**src/rtl/task_enqueue.sv**
```systemverilog
// -----------------------------------------------------------------------------
// task_enqueue
//
// Upstream stage of the RPU task distributor. Independent push requests
// (tree id + data) and pop requests (tree id) arrive over valid/ready and are
// packed into task words. A push and a pop accepted in the same cycle share
// one word (a combined push+pop word). Words are dealt round-robin, in strict
// order, over LEVEL lane FIFOs. The distributor drains each lane through a
// registered read port with one cycle of read latency.
//
// Task word layout, MSB first:
//   {push_bit, pop_bit, push_treeId, pop_treeId, push_data}
//   Fields of a request that was not accepted are zero.
//
// Ports
//   i_clk            clock, all state on the rising edge
//   i_arst           asynchronous reset, active-high
//   i_push_valid     push request valid
//   o_push_ready     push request accepted when valid & ready
//   i_push_treeId    tree targeted by the push
//   i_push_data      {payload, metadata, length} carried by the push
//   i_pop_valid      pop request valid
//   o_pop_ready      pop request accepted when valid & ready
//   i_pop_treeId     tree targeted by the pop
//   i_pop_TaskFIFO   per-lane read strobe from the distributor
//   o_TaskFIFO_data  per-lane registered read data
//   o_TaskFIFO_empty per-lane empty flag
//   o_lane_full      per-lane full flag
//
// Handshake: a request transfers on a rising edge where valid and ready are
// both high. Ready depends only on registered state (fullness of the lane
// the round-robin pointer selects) and on reset, never on either valid, so a
// source may hold valid and wait for ready without a combinational loop.
// A source keeps its payload stable while valid is high and not accepted.
// -----------------------------------------------------------------------------
module task_enqueue #(
    parameter  int PTW      = 16,
    parameter  int MTW      = 16,
    parameter  int PLW      = 8,
    parameter  int LEVEL    = 4,
    parameter  int TREE_NUM = 4,
    parameter  int DEPTH    = 16,
    localparam int TNB      = $clog2(TREE_NUM),
    localparam int DW       = PTW + MTW + PLW,
    localparam int TW       = DW + 2 * TNB + 2
) (
    input  logic             i_clk,
    input  logic             i_arst,
    input  logic             i_push_valid,
    output logic             o_push_ready,
    input  logic [TNB-1:0]   i_push_treeId,
    input  logic [DW-1:0]    i_push_data,
    input  logic             i_pop_valid,
    output logic             o_pop_ready,
    input  logic [TNB-1:0]   i_pop_treeId,
    input  logic [LEVEL-1:0] i_pop_TaskFIFO,
    output logic [TW-1:0]    o_TaskFIFO_data [0:LEVEL-1],
    output logic [LEVEL-1:0] o_TaskFIFO_empty,
    output logic [LEVEL-1:0] o_lane_full
);

    localparam int LB = $clog2(LEVEL);
    localparam int AW = $clog2(DEPTH);
    localparam logic [AW:0] FULL_CNT = (AW + 1)'(DEPTH);

    // -------------------------------------------------------------------------
    // Round-robin lane selection and acceptance
    // -------------------------------------------------------------------------
    logic [LB-1:0]    rr_ptr;
    logic [LEVEL-1:0] lane_full;
    logic [LEVEL-1:0] lane_empty;
    logic             lane_ready;
    logic             acc_push;
    logic             acc_pop;
    logic             acc_any;

    // Both inputs stall together on a full target lane: the pointer never
    // skips ahead, so words stay in strict arrival order across lanes.
    assign lane_ready   = !lane_full[rr_ptr] && !i_arst;
    assign o_push_ready = lane_ready;
    assign o_pop_ready  = lane_ready;

    assign acc_push = i_push_valid && lane_ready;
    assign acc_pop  = i_pop_valid && lane_ready;
    assign acc_any  = acc_push || acc_pop;

    always_ff @(posedge i_clk or posedge i_arst) begin
        if (i_arst) begin
            rr_ptr <= '0;
        end else if (acc_any) begin
            // LEVEL is a power of two, so natural overflow is the modulo wrap.
            rr_ptr <= rr_ptr + LB'(1);
        end
    end

    // -------------------------------------------------------------------------
    // Task word assembly: unaccepted halves are zeroed so a push-only word has
    // no stale pop tree and a pop-only word carries no push data.
    // -------------------------------------------------------------------------
    logic [TNB-1:0] push_tree_f;
    logic [TNB-1:0] pop_tree_f;
    logic [DW-1:0]  push_data_f;
    logic [TW-1:0]  wr_word;

    always_comb begin
        push_tree_f = '0;
        pop_tree_f  = '0;
        push_data_f = '0;
        if (acc_push) begin
            push_tree_f = i_push_treeId;
            push_data_f = i_push_data;
        end
        if (acc_pop) begin
            pop_tree_f = i_pop_treeId;
        end
        wr_word = {acc_push, acc_pop, push_tree_f, pop_tree_f, push_data_f};
    end

    // -------------------------------------------------------------------------
    // Lane FIFOs
    // -------------------------------------------------------------------------
    for (genvar g = 0; g < LEVEL; g++) begin : g_lane
        logic [TW-1:0] mem [DEPTH];
        logic [AW-1:0] wr_ptr;
        logic [AW-1:0] rd_ptr;
        logic [AW:0]   count;
        logic [TW-1:0] rd_data;
        logic          wr_en;
        logic          rd_en;

        // Writes only ever target the selected lane, and that lane is never
        // full when acc_any is high, so no overflow guard is needed here.
        assign wr_en = acc_any && (rr_ptr == LB'(g));
        // Reads of an empty lane are dropped; data and pointers hold.
        assign rd_en = i_pop_TaskFIFO[g] && (count != '0);

        // Storage has no reset: contents are discarded by clearing the
        // pointers and count, which makes every old entry unreachable.
        always_ff @(posedge i_clk) begin
            if (wr_en) begin
                mem[wr_ptr] <= wr_word;
            end
        end

        always_ff @(posedge i_clk or posedge i_arst) begin
            if (i_arst) begin
                wr_ptr  <= '0;
                rd_ptr  <= '0;
                count   <= '0;
                rd_data <= '0;
            end else begin
                if (wr_en) begin
                    wr_ptr <= wr_ptr + AW'(1);
                end
                if (rd_en) begin
                    rd_ptr  <= rd_ptr + AW'(1);
                    rd_data <= mem[rd_ptr];
                end
                // Simultaneous write and read leaves the count unchanged.
                case ({wr_en, rd_en})
                    2'b10:   count <= count + (AW + 1)'(1);
                    2'b01:   count <= count - (AW + 1)'(1);
                    default: count <= count;
                endcase
            end
        end

        // A word written at edge t raises count at t, so empty falls in the
        // cycle after the accept and the earliest read is the following edge.
        assign lane_full[g]        = (count == FULL_CNT);
        assign lane_empty[g]       = (count == '0);
        assign o_TaskFIFO_data[g]  = rd_data;
    end

    assign o_TaskFIFO_empty = lane_empty;
    assign o_lane_full      = lane_full;

endmodule

```
**config.mk**
```make
export PLATFORM = sky130hd
export DESIGN_NAME = task_enqueue
export DESIGN_NICKNAME = d
export VERILOG_FILES = /design/src/rtl/task_enqueue.sv
export SDC_FILE = /design/constraint.sdc
export NUM_CORES = 2
export LEC_CHECK = 0
export ABC_AREA = 1
export ABC_CLOCK_PERIOD_IN_PS = 5200
export BUFFER_PORTS_ARGS = -buffer_cell sky130_fd_sc_hd__buf_2
export CAP_MARGIN = 10
export CORE_MARGIN = 2
export CORE_UTILIZATION = 50
export CTS_BUF_LIST = sky130_fd_sc_hd__clkbuf_16
export DETAILED_ROUTE_END_ITERATION = 10
export PLACE_DENSITY = 0.66
export SYNTH_ARGS = -nofsm -noshare
export SYNTH_HDL_FRONTEND = slang
export SYNTH_SLANG_ARGS = --single-unit
```
**constraint.sdc**
```tcl
create_clock -name i_clk -period 5.2 [get_ports i_clk]
set_clock_uncertainty 0.1 [all_clocks]
set_input_delay 0.52 -clock i_clk [delete_from_list [all_inputs] [get_ports i_clk]]
set_output_delay 0.52 -clock i_clk [all_outputs]
set_load 0.005 [all_outputs]
```
==> impl_results.md <==
* Post-CTS Resized at 0
* Max Clk Rate at 0.256 GHz
* Die area at 254000 µm²
* CP endpoint kind: flip-flop
* FP Rows at 183
* Proportion of layout cells with a drive suffix above 1 at 10.7%
* Syn Std Cell Area at 125000 µm²
* Period utilisation layout at 75.3%
* GRT Util Overall at 26.1%
* DRC viols at 0
* Max-cap violations at 0
* Top Ports at 246
* Worst vdd ir at 0.493 mV
* Antenna violations before repair at 10
* Via count at 78800
* Later-pin clock latency in the skew report at 960 ps
* Clk root buf: clkbuf_16
* DR WL/cell at 25.6 µm
* Starting Density at 50.3%
* Cell repeated most along the worst path: nand3_1
* Multi-input gate area at 28100 µm²
* FF/Latch Area at 94400 µm²
* Fillers at 19600
* Seq/Total Area, Yosys at 75.4%
* Overall Power at 76.9 mW
* Final setup viols at 0
* Clock Pin Slew Worst Setup and Hold Paths at 60 ps
* Post-layout min period at 3910 ps
* Buf/Inv on CP at 2
* Placed insts at 12700
* Number of global-route vias before repair at 77500
* First-pass iteration count of the detailed router at 6
* Top delay family on crit path: simple AND/OR/NAND/NOR gates
* Final nets at 9778
* DRT iter0 DRCs at 9513
* Final HPWL DP at 177000 µm
* Worst-margin pin slew at 1200 ps
* Vias per Instance at 5.94
* Ys async rst share at 7.48%
* Post-route ant nets at 0
* LEAKAGE at 49.3 nW
* CTS tree: done
* Worst path max stage delay at 650 ps
* Syn nets at 9605
* Global-route wire length before repair at 500000 µm
* Max-slew violations at 0
* Slowest CP cell: buf_4
* Ys flop type: edfxtp_1
* Slew HR at 20.2%
* Yosys warning count at 0
* RSZ-0062 raised after global routing: false
* Die boundary height at 504 µm
* Clock sinks at 3182
* Syn avg cell area at 13.2 µm²
* Non-Filler Instances at 13300
* EDFF count, synth at 2944
* Placeable Area at 249000 µm²
* Status: completed
* Final wirelength at 339000 µm
* Worst EP arrival at 4360 ps
* Port Buf Inserts at 245
* Pin count of the biggest net entering global routing at 198
* Fin. Hold Viols at 0
* Die X at 504 µm
* Crit Path Class: flip-flop to flip-flop
* Crit start category: flip-flop
* PD cells at 546 nW/µm²
* Total gr overflow at 0
* Unique masters post-synth at 41
* #FFs+latches synth at 3182
* CTS buffer count at 338
* Htree depth at 5
* CP max FO at 33
* Synth Instances at 9509
* Crit path cell chain: inv_2 -> nand4_1 -> nand3_1 -> nand2_4 -> nand3_2 -> nand2_2 -> nand3_1 -> nor2_4 -> buf_4
* CP required at 5650 ps
* Hold Path Class: primary input to flip-flop
* Final RePlAce weighted congestion at 0.805
* Synth-to-Final Area Change at 12.4%
* Clk buf depth at 4
[logic make-up (layout without fill, tap and decap cells)]
| logic type | after synthesis | count (layout) | synth area share, % |
|---|---|---|---|
| compound gates | 2084 | 2084 | 9.67 |
| simple gates | 3255 | 3255 | 10.1 |
| buf+inv | 756 | 1187 | 2.91 |
| other cells | 0 | 6 | 0 |
| fa+ha+maj | 44 | 44 | 0.464 |
| flops | 3182 | 3182 | 75.4 |
| mux | 160 | 160 | 1.28 |
| xor+xnor | 28 | 28 | 0.196 |
[final timing paths]
kind,cells past startpoint,end,startpoint,slack (ps)
max,9,g_lane[2].mem[6][23],rr_ptr[0],1290
min,3,g_lane[2].mem[11][17],i_push_data[17],60
max reg2reg,9,g_lane[2].mem[6][23],rr_ptr[0],1290
min reg2reg,2,g_lane[1].rd_data[8],g_lane[1].rd_data[8],370
max in group asynchronous,5,g_lane[1].rd_ptr[1],i_arst,3020
min in group asynchronous,3,g_lane[3].count[0],i_arst,140
[layout make-up]
type	instances	share of cell area, %
Sequential cell	3182	67.1
Tap cell	3330	2.96
Timing Repair Buffer	454	2.31
Clock inverter	250	1.12
Antenna cell	6	0.0107
Inverter	135	0.400
Clock buffer	348	6.19
Multi-Input combinational cell	5571	19.9
[layer usage]
metal,part of all wire (%),up-vias,global-route usage (%)
met5,0,-,0
met3,8.0,723,3.73
met2,47,3667,42.2
li1,-,35100,-
met1,39,39300,35.0
met4,5.2,0,12.9
[power by group]
part | total [mW] | internal (mW) | switching (mW)
Clock | 22.6 | 12.9 | 9.64
Sequential | 31.2 | 29.9 | 1.33
Combinational | 23.1 | 6.59 | 16.5
Total | 76.9 | 49.4 | 27.5
[worst min-delay path: cells and delay by family]
family	cells	cell delay [ps]
AND/OR/NAND/NOR	1	160
buffers and inverters	2	190
[stage by stage]
step / setup slack [ps] / cell area [µm²] / TNS [ps] / hold WS [ps] / util, %
after global placement: 1150 / 130000 / 0 / 358 / 52.4
after CTS: 1270 / 141000 / 0 / 11.3 / 56.6
after detailed placement: 1060 / 130000 / 0 / 361 / 52.4
after floorplan: -456 / 125000 / -1006120 / 372 / -
after global routing: 1060 / 141000 / 0 / 47.3 / 56.6
final: 1290 / 141000 / 0 / 55.3 / 56.6
[cell usage in the layout (no fill, tap or decap), types with 4 or more instances in the layout]
cell type,n
nand2_1,1356
ha_1,40
inv_8,6
buf_2,245
inv_1,200
buf_12,36
dfrtp_4,8
o21ai_0,1118
fa_1,4
inv_6,7
inv_2,11
dfrtp_2,6
clkinv_2,61
or2_2,4
xor2_1,24
clkbuf_16,348
nor2_1,1450
bufinv_16,18
xnor2_1,4
nor3_1,6
nand3_1,314
o211ai_1,103
clkinvlp_4,8
edfxtp_1,2944
o22ai_1,162
o21ai_1,207
clkinv_1,68
a31oi_1,4
a21oi_1,169
clkinv_4,5
dfrtp_1,224
diode_2,6
nor2_4,108
nand2_2,8
mux2i_1,160
nand4_1,4
buf_4,170
o221ai_1,309
[state kept, by name (all words and copies together), names as in the netlist]
name / cells
g_lane.mem: 2944
g_lane.rd_data: 184
g_lane.count: 20
g_lane.rd_ptr: 16
g_lane.wr_ptr: 16
rr_ptr: 2
[Yosys cell counts, types with 5 or more instances]
library cell	count	area share, %
edfxtp_1	2944	71
nor2_1	1558	4.7
nand2_1	1364	4.1
o21ai_0	1118	4.5
nand3_1	314	1.3
o221ai_1	309	2.2
clkbuf_1	277	0.83
dfrtp_1	238	4.8
buf_2	219	0.88
o21ai_1	207	0.83
a21oi_1	169	0.68
o22ai_1	162	0.81
mux2i_1	160	1.3
inv_1	118	0.35
o211ai_1	103	0.62
buf_4	71	0.43
ha_1	40	0.40
buf_6	30	0.27
xor2_1	24	0.17
buf_1	12	0.036
clkbuf_2	11	0.044
inv_2	11	0.033
nor3_1	6	0.024
o2111ai_1	5	0.035
[repair_timing]
action | 4_1_cts | 5_1_grt
buffers inserted | 0 | 0
hold endpoints to repair | 65 | 0
hold buffers | 3 | 0
No activity file was read; power rests on OpenSTA's default activity.
